File: src/rtl/seq_alu.sv
// Sequential ALU with valid/ready handshakes and registered Y/ONZ outputs.
// Optional iterative shift-add multiplier (op 111) enabled by SEQ_ALU_MUL_EN.
module seq_alu #(
    parameter int WIDTH = 8
) (
    input  logic             clk,
    input  logic             rst,
    input  logic [WIDTH-1:0] A,
    input  logic [WIDTH-1:0] B,
    input  logic [2:0]       op,
    input  logic             in_valid,
    output logic             in_ready,
    output logic [WIDTH-1:0] Y,
    output logic [2:0]       ONZ,
    output logic             out_valid,
    input  logic             out_ready
);

    localparam int MSB = WIDTH - 1;

    localparam logic [2:0] OP_ADD = 3'b000;
    localparam logic [2:0] OP_SUB = 3'b001;
    localparam logic [2:0] OP_AND = 3'b010;
    localparam logic [2:0] OP_OR  = 3'b011;
    localparam logic [2:0] OP_XOR = 3'b100;
    localparam logic [2:0] OP_INC = 3'b101;
    localparam logic [2:0] OP_MOV = 3'b110;

`ifdef SEQ_ALU_MUL_EN
    localparam logic [2:0] OP_MUL = 3'b111;
    localparam int         CW     = $clog2(WIDTH);
    localparam logic [CW-1:0] LAST = CW'(WIDTH - 1);

    typedef enum logic [1:0] {
        S_IDLE,
        S_BUSY,
        S_DONE
    } state_t;
`else
    typedef enum logic [1:0] {
        S_IDLE,
        S_DONE
    } state_t;
`endif

    state_t           state_q;
    logic [WIDTH-1:0] y_q;
    logic [2:0]       onz_q;
    logic             out_valid_q;
    logic             in_ready_q;

    logic [WIDTH-1:0] alu_y;
    logic             alu_o;

    // Single-cycle result of the current request, used only at accept.
    always_comb begin
        alu_y = '0;
        alu_o = 1'b0;
        case (op)
            OP_ADD: begin
                alu_y = A + B;
                alu_o = (A[MSB] == B[MSB]) && (alu_y[MSB] != A[MSB]);
            end
            OP_SUB: begin
                alu_y = A - B;
                alu_o = (A[MSB] != B[MSB]) && (alu_y[MSB] != A[MSB]);
            end
            OP_AND: alu_y = A & B;
            OP_OR:  alu_y = A | B;
            OP_XOR: alu_y = A ^ B;
            OP_INC: begin
                alu_y = A + {{(WIDTH-1){1'b0}}, 1'b1};
                alu_o = (A == {1'b0, {(WIDTH-1){1'b1}}});
            end
            OP_MOV: alu_y = A;
            // op 111 without the multiplier yields zero with no overflow.
            default: begin
                alu_y = '0;
                alu_o = 1'b0;
            end
        endcase
    end

`ifdef SEQ_ALU_MUL_EN
    logic [2*WIDTH-1:0] acc_q;
    logic [2*WIDTH-1:0] acc_d;
    logic [2*WIDTH-1:0] mcand_q;
    logic [WIDTH-1:0]   mplier_q;
    logic [CW-1:0]      cnt_q;

    // Partial product after folding in the current multiplier bit.
    always_comb begin
        acc_d = acc_q;
        if (mplier_q[0]) begin
            acc_d = acc_q + mcand_q;
        end
    end
`endif

    // Control FSM; all outputs and multiplier state are registered here.
    always_ff @(posedge clk or posedge rst) begin
        if (rst) begin
            state_q     <= S_IDLE;
            y_q         <= '0;
            onz_q       <= 3'b000;
            out_valid_q <= 1'b0;
            in_ready_q  <= 1'b1;
`ifdef SEQ_ALU_MUL_EN
            acc_q       <= '0;
            mcand_q     <= '0;
            mplier_q    <= '0;
            cnt_q       <= '0;
`endif
        end else begin
            case (state_q)
                S_IDLE: begin
                    if (in_valid) begin
                        in_ready_q <= 1'b0;
`ifdef SEQ_ALU_MUL_EN
                        if (op == OP_MUL) begin
                            state_q  <= S_BUSY;
                            acc_q    <= '0;
                            mcand_q  <= {{WIDTH{1'b0}}, A};
                            mplier_q <= B;
                            cnt_q    <= '0;
                        end else begin
                            state_q     <= S_DONE;
                            out_valid_q <= 1'b1;
                            y_q         <= alu_y;
                            onz_q       <= {alu_o, alu_y[MSB], alu_y == '0};
                        end
`else
                        state_q     <= S_DONE;
                        out_valid_q <= 1'b1;
                        y_q         <= alu_y;
                        onz_q       <= {alu_o, alu_y[MSB], alu_y == '0};
`endif
                    end
                end
`ifdef SEQ_ALU_MUL_EN
                S_BUSY: begin
                    acc_q    <= acc_d;
                    mcand_q  <= {mcand_q[2*WIDTH-2:0], 1'b0};
                    mplier_q <= {1'b0, mplier_q[WIDTH-1:1]};
                    cnt_q    <= cnt_q + CW'(1);
                    if (cnt_q == LAST) begin
                        state_q     <= S_DONE;
                        out_valid_q <= 1'b1;
                        y_q         <= acc_d[WIDTH-1:0];
                        onz_q       <= {|acc_d[2*WIDTH-1:WIDTH],
                                        acc_d[MSB],
                                        acc_d[WIDTH-1:0] == '0};
                    end
                end
`endif
                S_DONE: begin
                    if (out_ready) begin
                        state_q     <= S_IDLE;
                        out_valid_q <= 1'b0;
                        in_ready_q  <= 1'b1;
                    end
                end
                default: begin
                    state_q     <= S_IDLE;
                    out_valid_q <= 1'b0;
                    in_ready_q  <= 1'b1;
                end
            endcase
        end
    end

    assign in_ready  = in_ready_q;
    assign out_valid = out_valid_q;
    assign Y         = y_q;
    assign ONZ       = onz_q;

endmodule

File: config.mk
export PLATFORM = sky130hd
export DESIGN_NAME = seq_alu
export DESIGN_NICKNAME = d
export VERILOG_FILES = /design/src/rtl/seq_alu.sv
export SDC_FILE = /design/constraint.sdc
export NUM_CORES = 1
export LEC_CHECK = 0
export CAP_MARGIN = 20
export CORE_MARGIN = 2
export CORE_UTILIZATION = 50
export CTS_CLUSTER_SIZE = 16
export DETAILED_ROUTE_END_ITERATION = 10
export PLACE_DENSITY_LB_ADDON = 0.2
export SLEW_MARGIN = 0
export SYNTH_ARGS = -nofsm -noshare
export SYNTH_HDL_FRONTEND = slang
export SYNTH_SLANG_ARGS = --single-unit
File: constraint.sdc
create_clock -name clk -period 2.4 [get_ports clk]
set_clock_uncertainty 0.2 [all_clocks]
set_input_delay 0.48 -clock clk [delete_from_list [all_inputs] [get_ports clk]]
set_output_delay 0.48 -clock clk [all_outputs]
set_load 0.02 [all_outputs]
==> summary.txt, run 1 <==
Clock network
  • Clock sinks: 12
  • TritonCTS Buffers: 3
  • Htree depth: 1
  • Clock Tree Buf Depth: 2
  • CTS Root Cell: clkbuf_8
  • Post-CTS Hold Buffers: 0

Synth
  • Predominant post-synthesis flop cell: dfrtp_1
  • Syn Nets: 298
  • Netlist cell types: 62
  • Syn Inst Count: 249
  • Register bit total from synthesis: 12
  • Post-synth EDFFs: 0
  • Asr flop ratio synth: 100%
  • Top-area cell type share of the netlist area: 15.4%
  • Synth Area per Inst: 7.85 µm²
  • Synth warn: 0
  • Post-Syn Area: 1960 µm²
  • Post-synthesis sequential area ratio: 15.4%
  • Area leader, netlist: ha_1
  • Area contributors post-synth: ha_1 15%, dfrtp_1 14%, inv_1 5.4%, a21oi_1 4.1%, mux2_2 4.0%

Placed design
  • # port buffers: 35
  • Placer Congestion: 0.926
  • Placed cell area: 3080 µm²
  • Post-DP HPWL: 5.64 mm

GRT
  • Largest net degree at the start of global routing: 13
  • GR Overflow Total: 58
  • Global Route Usage Sum: 71.7%

Timing
  • GRT worst endpoint: ONZ[0]$_DFFE_PP0P_/D
  • Worst EP Category: sequential cell input

Status
  • Stop err: [ERROR GRT-0232] Routing congestion too high. Check the congestion heatmap in the GUI.
  • Outcome: did not finish
  • Halt Stage: 5_1_grt

Die
  • # IOs: 36
  • Starting Density: 52.6%
  • Die H: 66.5 µm
  • FP Rows: 22
  • Die Wd: 66.5 µm
==> logic make-up after synthesis <==
kind of cell	share of synthesized area [%]
AOI/OAI and AO/OA	27.7
xor gates and xnor gates	4.03
adders and majority gates	17.4
buffers and inverters	10.0
DFF	15.4
muxes	5.05
and+or+nand+nor	20.3
==> per-stage QoR <==
stage,hold WS [ns],setup WS (ns),utilization (%),std cells
3_5_place_dp,0.281,-0.980,82.9,405
2_1_floorplan,0.144,-0.200,-,249
4_1_cts,0.289,-0.306,92.0,424
3_3_place_gp,0.262,-0.874,82.9,405
==> synthesized netlist by cell type, types with 2 or more instances <==
master	n
xnor2_1	8
o2bb2ai_1	2
nor3_1	6
clkbuf_1	5
o21bai_1	2
nand4_1	3
nand3b_1	3
a221o_1	2
fa_1	2
and3_1	3
o211ai_1	5
ha_1	24
buf_6	2
buf_2	2
a21o_2	2
mux2i_1	2
clkbuf_8	2
nor2_1	15
o221ai_1	2
nand2b_1	6
nor2b_1	6
o21a_1	2
a211oi_1	3
o31a_1	2
or3b_2	2
dfrtp_1	11
nand3_1	6
a221oi_1	2
o21ai_0	12
a32o_1	2
a21oi_1	16
or3_1	2
nand2_1	18
o31ai_1	2
or2_2	2
o22ai_1	4
inv_1	28
mux2_2	7
==> per-layer routing <==
layer | GRT usage, % | overflow
met5 | 0 | 0
met2 | 93.6 | 37
met4 | 80.1 | 20
met1 | 69.6 | 0
met3 | 48.8 | 1
==> repair_timing <==
action                                  CTS
endpoints found under the setup margin    9
cloned                                    0
setup buffers                            15
resized for setup                        78
pin swaps                                28
==> run 2: changes to the inputs <==
Settings changed: CORE_UTILIZATION 50 to 35, CTS_CLUSTER_SIZE 16 to unset, PLACE_DENSITY_LB_ADDON 0.2 to 0.15.
==> summary.txt, run 2 <==
Status
  • Outcome: finished with violations
  • Violated checks: setup timing

Synth
  • Top-count cell post-synth: inv_1
  • Netlist cell types: 62 (unchanged)
  • Area leader, netlist: ha_1
  • Post-synth EDFFs: 0 (unchanged)
  • Top-area cell type share of the netlist area: 15.4% (unchanged)
  • Syn Nets: 298 (unchanged)
  • Area contributors post-synth: ha_1 15%, dfrtp_1 14%, inv_1 5.4%, a21oi_1 4.1%, mux2_2 4.0%
  • Asr flop ratio synth: 100% (unchanged)
  • Synth warn: 0 (unchanged)
  • Register bit total from synthesis: 12 (unchanged)
  • Syn Inst Count: 249 (unchanged)
  • Predominant post-synthesis flop cell: dfrtp_1
  • Post-Syn Area: 1960 µm² (unchanged)
  • Post-synthesis sequential area ratio: 15.4% (unchanged)
  • Synth Area per Inst: 7.85 µm² (unchanged)
  • Post-synth top cells: 28 x inv_1, 24 x ha_1, 18 x nand2_1

Layout
  • Final core utilization: 65.3%
  • Commonest cells after routing, fill and taps aside: 85 x buf_4, 18 x nand2_1, 18 x clkdlybuf4s50_1
  • Finished Layout Cells: 447
  • Most common cell after layout, fill and taps aside: buf_4
  • Final nets: 425
  • Share of layout cells above drive strength 1: 49.3%
  • Max reg flops: 7
  • # diodes: 0
  • Area Overhead vs Synth: 81.7%

Routing
  • Via count: 2,333
  • ANT nets after route: 0
  • Vias/cell: 5.22
  • Wire per inst: 15.2 µm
  • Final wirelength: 6.78 mm
  • DRT Pass-1 Iters: 4
  • Drc violations: 0
  • DR iter-0 viols: 132

Timing
  • Fin. max-slew vios: 0
  • Final hold violations: 0
  • RSZ-0062 raised after global routing: yes
  • Final cycle utilization of the critical path: 110%
  • Final min period: 2.64 ns
  • Final WS setup: -0.236 ns
  • Max Clock Freq: 379 MHz
  • Slew headroom: 70.6%
  • Setup TNS: -0.633 ns
  • Setup Viol. Count Final: 4
  • Worst slew pin tran: 0.441 ns

Clock network
  • Post-CTS Hold Buffers: 0 (unchanged)
  • TritonCTS clock tree: yes
  • Clock sinks: 12 (unchanged)
  • CTS Root Cell: clkbuf_8
  • TritonCTS Buffers: 3 (unchanged)
  • Clock Tree Buf Depth: 2 (unchanged)
  • Clk slew on worst S/H paths: 0.05 ns
  • Skew-Pair Late Insertion Delay: 0.23 ns
  • Htree depth: 1 (unchanged)

Die
  • Core Box Area: 5440 µm²
  • Die Wd: 78.8 µm (+18%)
  • Starting Density: 36.0% (-17 points)
  • Die Area: 6200 µm²
  • Die H: 78.8 µm (+18%)
  • FP Rows: 27 (+23%)
  • # IOs: 36 (unchanged)

Worst setup path
  • Slowest cell on the critical path: or3_1
  • CP Data Arrival Time: 2.56 ns
  • CP cell instances: buf_12 > buf_6 > buf_6 > buf_4 > ha_1 > nand3_1 > xnor2_1 > a221oi_2 > o211ai_1 > or3_1 > o41ai_2
  • Worst EP required: 2.33 ns
  • Max FO, Critical Path: 2
  • Worst setup path category: in -> reg
  • Crit-path most repeated cell: buf_6
  • Startpoint types: input pin
  • Crit end category: register
  • Crit path largest cell delay: 0.39 ns

Power
  • Peak VDD IR: 0.000293 V
  • Sw Share: 37.5%
  • Comb pwr share: 65.0%
  • Switching Power: 0.496 mW
  • Pint: 0.827 mW
  • Total Power: 1.32 mW
  • Sequential Power Share: 21.1%
  • Leakage: 1.60 nW
  • PD cells: 372 nW/µm²
  • Clk pwr share: 13.9%

Placed design
  • Post-DP HPWL: 5.30 mm (-6.1%)
  • # port buffers: 35 (unchanged)
  • Dpl cells: 427 (+5.4%)
  • Placer Congestion: 0.949 (+2.5%)

Job
  • Number of max-cap violations: 0

GRT
  • First-pass GRT wire length: 11.0 mm
  • Largest net degree at the start of global routing: 13
  • Vias in the first global route: 2,283
  • GR Overflow Total: 0
  • Global Route Usage Sum: 22.0%
  • Antenna violations before repair: 0

Hold path
  • Hold Path Class: reg -> reg
[run 2: cell counts after synthesis]
Identical to the previous run, type by type.
[run 2: layout make-up]
class                      count  area, µm²
timing repair buffer         135       1180
tap                           72       90.1
clock buffer                   4       45.0
sequential                    12        302
fill                         468       1890
multi-input combinational    196       1780
inverter                      28        163
[run 2: repair_timing]
item / 4_1_cts / 5_1_grt
setup buffers: 10 / 9
pin swaps: 25 / 21
gates cloned: 0 / 0
endpoints found under the setup margin: 9 / 7
resized for setup: 72 / 55
[run 2: cells by family (layout without fill, tap and decap cells)]
group,count (synthesis),in the layout,share of synthesized area [%]
adders and majority gates,26,26,17.4
buffers and inverters,41,167,10.0
and+or+nand+nor,77,77,20.3
muxes,9,9,5.05
DFF,12,12,15.4
AOI/OAI and AO/OA,75,75,27.7
xor gates and xnor gates,9,9,4.03
[run 2: worst paths after layout]
check                                 startpoint                     to  slack, ns  depth (start not counted)
max in group asynchronous                    rst   in_ready$_DFFE_PP1P_       1.31                          2
hold / removal                  Y[4]$_DFFE_PP0P_       Y[4]$_DFFE_PP0P_       0.27                          2
min in group asynchronous                    rst  out_valid$_DFFE_PP0P_       0.35                          2
setup / recovery                            A[1]     ONZ[0]$_DFFE_PP0P_      -0.24                         11
setup reg to reg           out_valid$_DFFE_PP0P_     ONZ[0]$_DFFE_PP0P_       0.43                          6
hold reg to reg                 Y[4]$_DFFE_PP0P_       Y[4]$_DFFE_PP0P_       0.27                          2
[run 2: worst max-delay path, delay by kind of cell]
family / cells / cell delay, ns
fa+ha+maj: 1 / 0.22
compound gates: 3 / 0.80
xor+xnor: 1 / 0.09
simple gates: 2 / 0.51
buf+inv: 4 / 0.45
[run 2: through the flow]
step           hold WS [ns]  setup WS [ns]  instance area (µm²)
6_report              0.272         -0.236                 3550
3_5_place_dp          0.264         -0.919                 3090
4_1_cts               0.276         -0.297                 3350
3_3_place_gp          0.258         -0.883                 3090
5_1_grt               0.314         -0.335                 3550
2_1_floorplan         0.144         -0.200                 2140
[run 2: power by group through the flow]
stage	Sequential (mW)	Clock, mW	Combinational (mW)
3_5_place_dp	0.283	0	0.749
6_report	0.279	0.184	0.860
3_3_place_gp	0.281	0	0.746
4_1_cts	0.280	0.187	0.801
5_1_grt	0.286	0.199	0.926
2_1_floorplan	0.338	0	0.343
[run 2: per-layer routing]
metal | share of wire, % | GRT usage (%) | routed length, µm | up-vias
li1 | - | - | - | 1157
met1 | 45 | 29.7 | 3060 | 1106
met2 | 50 | 38.4 | 3400 | 60
met3 | 3.2 | 1.36 | 217 | 10
met4 | 1.5 | 4.74 | 104 | 0
met5 | 0 | 0 | 0 | -
(Power assumes the default switching activity.)
==> run 3: changes to the inputs <==
Settings changed: MAX_ROUTING_LAYER set to met4.
==> summary.txt, run 3 (synthesis gave the netlist of run 2 again) <==
Worst setup path
  • Critical Path End: ONZ[0]$_DFFE_PP0P_
  • Worst EP required: 2.34 ns (about the same)
  • Crit end category: register
  • Cells on worst reg2reg path: 6 (unchanged)
  • Max FO, Critical Path: 4 (+2)
  • Worst setup path category: in -> reg
  • CP Data Arrival Time: 2.52 ns (-0.04 ns)
  • Startpoint types: input pin
  • Worst Setup SP: A[0]
  • Reg2reg end: ONZ[0]$_DFFE_PP0P_
  • Worst R2R Setup Slack: 0.42 ns (about the same)
  • Worst R2R Start: out_valid$_DFFE_PP0P_

Timing
  • Setup TNS: -0.585 ns (+0.0484 ns)
  • RSZ-0062 raised after global routing: yes
  • Max Clock Freq: 388 MHz (+2.4%)
  • Fin. max-slew vios: 0 (unchanged)
  • Slew headroom: 69.3% (-1.2 points)
  • Final min period: 2.57 ns (-0.0615 ns)
  • Final hold violations: 0 (unchanged)
  • Setup Viol. Count Final: 5 (+1)
  • Final cycle utilization of the critical path: 107% (-2.6 points)
  • Final WS setup: -0.175 ns (+0.0615 ns)
  • Worst slew pin tran: 0.459 ns (+0.0181 ns)
  • WHS: 0.275 ns (+0.00272 ns)

Clock network
  • Clock sinks: 12 (unchanged)
  • Htree depth: 1 (unchanged)
  • TritonCTS Buffers: 3 (unchanged)
  • Skew-Pair Late Insertion Delay: 0.24 ns (about the same)
  • Clk slew on worst S/H paths: 0.05 ns (about the same)
  • TritonCTS clock tree: yes
  • CTS Root Cell: clkbuf_8
  • Clock Tree Buf Depth: 2 (unchanged)

GRT
  • Global Route Usage Sum: 23.6% (+1.6 points)
  • Grt met2 use: 40.5% (+2.1 points)
  • Largest net degree at the start of global routing: 13 (unchanged)
  • Met3 Track Usage GR: 1.82% (+0.45 points)
  • Global Route met1 Usage: 29.3% (-0.47 points)
  • Vias in the first global route: 2,419 (+6.0%)
  • GR Overflow Total: 0 (unchanged)
  • First-pass GRT wire length: 11.3 mm (+3.2%)
  • Gr busiest metal: met2
  • Antenna violations before repair: 0 (unchanged)

Layout
  • Max reg flops: 7 (unchanged)
  • Commonest cells after routing, fill and taps aside: 92 x buf_4, 18 x clkdlybuf4s50_1, 17 x nand2_1
  • Most common cell after layout, fill and taps aside: buf_4
  • Share of layout cells above drive strength 1: 48.8% (-0.54 points)
  • Area Overhead vs Synth: 77.1%
  • Finished Layout Cells: 445 (-0.45%)
  • Post-route design area: 3460 µm² (-2.5%)
  • # diodes: 0 (unchanged)
  • Layout fillers: 459 (-1.9%)
  • Final core utilization: 63.7% (-1.7 points)
  • Final nets: 423 (-0.47%)

Status
  • Violated checks: setup timing
  • Outcome: finished with violations

Routing
  • DR iter-0 viols: 108 (-18%)
  • Wire per inst: 15.5 µm (+2.4%)
  • Drc violations: 0 (unchanged)
  • Vias/cell: 5.28 (+1.1%)
  • Via count: 2,349 (+0.69%)
  • DRT Pass-1 Iters: 4 (unchanged)
  • Final wirelength: 6.91 mm (+2.0%)
  • ANT nets after route: 0 (unchanged)

Placed design
  • Pre-CTS setup slack: -0.926 ns (-0.00698 ns)
  • Placer Congestion: 0.924 (-2.6%)
  • Placed cell area: 3090 µm² (unchanged)
  • Dpl cells: 427 (unchanged)
  • Post-DP HPWL: 5.39 mm (+1.9%)
  • # port buffers: 35 (unchanged)

Die
  • Core Box Area: 5440 µm² (unchanged)
  • Starting Density: 36.0% (unchanged)
  • FP Rows: 27 (unchanged)
  • # IOs: 36 (unchanged)
  • Die H: 78.8 µm (unchanged)
  • Die Area: 6200 µm² (unchanged)
  • Die Wd: 78.8 µm (unchanged)

Power
  • Comb pwr share: 63.0% (-2.0 points)
  • Peak VDD IR: 0.000351 V (+20%)
  • Leakage: 1.57 nW (-1.9%)
  • Clk pwr share: 16.4% (+2.5 points)
  • Switching Power: 0.502 mW (+1.2%)
  • Sw Share: 37.2% (-0.28 points)
  • Total Power: 1.35 mW (+2.0%)
  • Pint: 0.847 mW (+2.4%)
  • Sequential Power Share: 20.6% (-0.5 points)
  • PD cells: 389 nW/µm² (+4.6%)

Hold path
  • Hold Path Class: reg -> reg

Job
  • Number of max-cap violations: 0 (unchanged)
-- run 3: changes by cell type in the layout (fill, tap and decap cells not counted), sizes merged --
cell,change
dlymetal6s2s,-1
clkbuf,+5
buf,-6
-- run 3: routing by layer --
metal	vias to the layer above	wire, µm
li1	1149	-
met1	1119	2940
met2	64	3480
met3	17	311
met4	0	178
met5	-	0
-- run 3: cell type report --
type	instances	area, µm²	area share [%]
multi-input combinational	196	1770	51.2
timing repair buffer	133	1090	31.5
sequential	12	302	8.71
inverter	28	150	4.34
tap	72	90.1	2.60
clock buffer	4	55.1	1.59
-- run 3: how the worst min path moves through the flow --
stage | depth (start not counted) | slack (ns) | to | start
after floorplan | 1 | 0.14 | ONZ[0]$_DFFE_PP0P_ | rst
after global placement | 2 | 0.26 | Y[3]$_DFFE_PP0P_ | Y[3]$_DFFE_PP0P_
after detailed placement | 2 | 0.27 | Y[4]$_DFFE_PP0P_ | Y[4]$_DFFE_PP0P_
after CTS | 2 | 0.28 | Y[4]$_DFFE_PP0P_ | Y[4]$_DFFE_PP0P_
after global routing | 2 | 0.29 | Y[4]$_DFFE_PP0P_ | Y[4]$_DFFE_PP0P_
final | 2 | 0.27 | Y[3]$_DFFE_PP0P_ | Y[3]$_DFFE_PP0P_
-- run 3: critical path: stages --
cell and delay (ns):
buf_6 0.09, buf_8 0.13, ha_4 0.16, fa_2 0.40, a211oi_4 0.27, buf_4 0.16, nor4_2 0.04, o21ai_1 0.12
o211ai_1 0.12, a21o_2 0.23, o41ai_2 0.30
-- run 3: repair_timing --
item,CTS,global route
hold buffers,0,0
endpoints found under the setup margin,9,7
buffers inserted,13,3
gates cloned,0,0
resized for setup,67,43
pin swaps,20,24
endpoints found under the hold margin,0,0
-- run 3: power by group through the flow --
| stage | clock network [mW] | registers [mW] | logic [mW] |
|---|---|---|---|
| CTS | 0.222 | 0.279 | 0.810 |
| global route | 0.233 | 0.283 | 0.917 |
| finish | 0.221 | 0.278 | 0.850 |
| detailed placement | 0 | 0.282 | 0.752 |
| global placement | 0 | 0.280 | 0.747 |
| floorplan | 0 | 0.338 | 0.343 |
==> run 4: changes to the inputs <==
Settings changed: GPL_TIMING_DRIVEN set to 0, SETUP_SLACK_MARGIN set to 0.2, SLEW_MARGIN 0 to 20.
==> summary.txt, run 4 (synthesis gave the netlist of run 2 again) <==
Timing
  • Final min period: 2.60 ns (+0.0293 ns)
  • RSZ-0062 raised after global routing: yes
  • Fin. max-slew vios: 0 (unchanged)
  • Max Clock Freq: 384 MHz (-1.1%)
  • Final cycle utilization of the critical path: 109% (+1.2 points)
  • Final WS setup: -0.204 ns (-0.0293 ns)
  • Slew headroom: 54.8% (-15 points)
  • Worst slew pin tran: 0.675 ns (+0.216 ns)
  • WHS: 0.275 ns (+0.000303 ns)
  • Setup Viol. Count Final: 6 (+1)
  • Final hold violations: 0 (unchanged)

Routing
  • Via count: 2,271 (-3.3%)
  • Final wirelength: 6.77 mm (-2.0%)
  • Wire per inst: 16.6 µm (+7.1%)
  • DRT Pass-1 Iters: 4 (unchanged)
  • DR iter-0 viols: 148 (+37%)
  • ANT nets after route: 0 (unchanged)
  • Drc violations: 0 (unchanged)
  • Vias/cell: 5.58 (+5.7%)

Die
  • # IOs: 36 (unchanged)
  • Die H: 78.8 µm (unchanged)
  • FP Rows: 27 (unchanged)
  • Starting Density: 36.0% (unchanged)
  • Die Wd: 78.8 µm (unchanged)
  • Die Area: 6200 µm² (unchanged)
  • Core Box Area: 5440 µm² (unchanged)

Worst setup path
  • Worst Setup SP: A[0]
  • Critical path buffers and inverters: 9 (+6)
  • CP delay by family, top: buffers and inverters
  • Worst R2R Start: out_valid$_DFFE_PP0P_
  • Cells on worst reg2reg path: 12 (+6)
  • Crit path largest cell delay: 0.38 ns (-0.02 ns)
  • Crit. path cell count: 15 (+4)
  • CP cell instances: buf_12 > inv_12 > ha_4 > fa_2 > xor2_1 > o211a_1 > a211oi_2 > buf_4 > buf_6 > buf_6 > buf_6 > buf_6 > buf_6 > buf_6 > nor2_2
  • Worst EP required: 2.32 ns (-0.02 ns)
  • Max FO, Critical Path: 3 (-1)
  • CP Data Arrival Time: 2.53 ns (about the same)
  • Crit end category: register
  • Crit-path most repeated cell: buf_6
  • Worst setup path category: in -> reg
  • Startpoint types: input pin
  • Slowest cell on the critical path: fa_2

Clock network
  • Clock sinks: 12 (unchanged)
  • CTS Root Cell: clkbuf_8
  • TritonCTS clock tree: yes
  • TritonCTS Buffers: 3 (unchanged)
  • Clock Tree Buf Depth: 2 (unchanged)
  • Skew-Pair Late Insertion Delay: 0.23 ns (about the same)
  • Htree depth: 1 (unchanged)
  • Post-CTS Hold Buffers: 0 (unchanged)
  • Clk slew on worst S/H paths: 0.05 ns (about the same)

Layout
  • Max reg flops: 7 (unchanged)
  • Final nets: 385 (-9.0%)
  • Commonest cells after routing, fill and taps aside: 32 x buf_4, 23 x buf_6, 18 x nand2_1, 18 x clkdlybuf4s50_1, 13 x inv_1
  • Finished Layout Cells: 407 (-8.5%)
  • Most common cell after layout, fill and taps aside: buf_4
  • Area Overhead vs Synth: 79.0%
  • Share of layout cells above drive strength 1: 47.5% (-1.3 points)
  • Final core utilization: 64.3% (+0.67 points)
  • # diodes: 0 (unchanged)

Power
  • Sw Share: 37.6% (+0.39 points)
  • Clk pwr share: 13.2% (-3.2 points)
  • Comb pwr share: 66.4% (+3.4 points)
  • Leakage: 1.47 nW (-6.5%)
  • PD cells: 392 nW/µm² (+0.64%)
  • Switching Power: 0.515 mW (+2.7%)
  • Sequential Power Share: 20.4% (-0.2 points)
  • Pint: 0.856 mW (+1.1%)
  • Peak VDD IR: 0.000247 V (-30%)
  • Total Power: 1.37 mW (+1.7%)

Status
  • Outcome: finished with violations
  • Violated checks: setup timing

Hold path
  • Hold Path Class: reg -> reg
  • Hold path startpoint: Y[4]$_DFFE_PP0P_
  • Worst hold stages: 2 (unchanged)

Placed design
  • Dpl cells: 356 (-17%)
  • Post-DP HPWL: 4.49 mm (-17%)
  • Placer Congestion: 0.872 (-5.6%)
  • # port buffers: 35 (unchanged)

GRT
  • GR Overflow Total: 0 (unchanged)
  • Antenna violations before repair: 0 (unchanged)
  • Largest net degree at the start of global routing: 13 (unchanged)
  • First-pass GRT wire length: 10.4 mm (-8.2%)
  • Vias in the first global route: 2,175 (-10%)
  • Global Route Usage Sum: 21.5% (-2.1 points)

Job
  • Number of max-cap violations: 0 (unchanged)
-- run 4: cell types whose count changed in the layout (fill, tap and decap cells not counted), moves of 3 or more --
| cell | change |
|---|---|
| buf_4 | -60 |
| buf_6 | +16 |
| clkbuf_2 | -6 |
| buf_8 | +5 |
| buf_12 | +4 |
| inv_2 | -4 |
| inv_4 | +4 |
| buf_2 | -3 |
| ha_4 | +3 |
-- run 4: timing repair --
item | in CTS | in global routing
pin swaps | 31 | 34
setup buffers | 33 | 14
endpoints found under the setup margin | 10 | 7
gates resized for setup | 151 | 54
-- run 4: worst min-delay path, delay by kind of cell, from the launching register on --
family	cells	cell delay, ns
DFF	1	0.34
and+or+nand+nor	2	0.10
-- run 4: power by group through the flow --
| stage | logic, mW | registers (mW) | clock network (mW) |
|---|---|---|---|
| after floorplan | 0.356 | 0.339 | 0 |
| final | 0.911 | 0.280 | 0.181 |
| after CTS | 0.797 | 0.280 | 0.186 |
| after global routing | 0.970 | 0.284 | 0.203 |
| after detailed placement | 0.656 | 0.284 | 0 |
| after global placement | 0.657 | 0.281 | 0 |
-- run 4: cell type report --
class,instances,area [µm²]
fillers,424,1940
repair buffers,82,855
inverters,28,170
flip-flops and latches,12,302
well taps,72,90.1
clock buffers,4,45.0
multi-input cells,196,1880
plain buffers,13,156
-- run 4: metrics by stage --
| stage | area, µm² | TNS (ns) | setup slack [ns] |
|---|---|---|---|
| floorplan | 2170 | -0.397 | -0.200 |
| global placement | 2610 | -8.31 | -1.29 |
| detailed placement | 2610 | -8.22 | -1.27 |
| CTS | 3170 | -0.553 | -0.237 |
| global route | 3500 | -1.03 | -0.285 |
| finish | 3500 | -0.611 | -0.204 |
-- run 4: path summary, 6_finish.rpt --
check / to / slack, ns
worst max-delay path: Y[2]$_DFFE_PP0P_ / -0.20
worst min-delay path: Y[4]$_DFFE_PP0P_ / 0.28
worst max register to register: Y[2]$_DFFE_PP0P_ / 0.35
worst min register to register: Y[4]$_DFFE_PP0P_ / 0.28
max in group asynchronous: in_ready$_DFFE_PP1P_ / 1.31
min in group asynchronous: ONZ[0]$_DFFE_PP0P_ / 0.36
-- run 4: routing by layer --
metal  global-route usage [%]  part of all wire [%]  vias up  routed length, µm
met1                     25.5                    39     1073               2640
met2                     36.0                    51       95               3430
met4                     10.5                   3.5        0                240
met5                        -                     0        -                  0
met3                     2.73                   6.8       29                460
li1                         -                     -     1074                  -
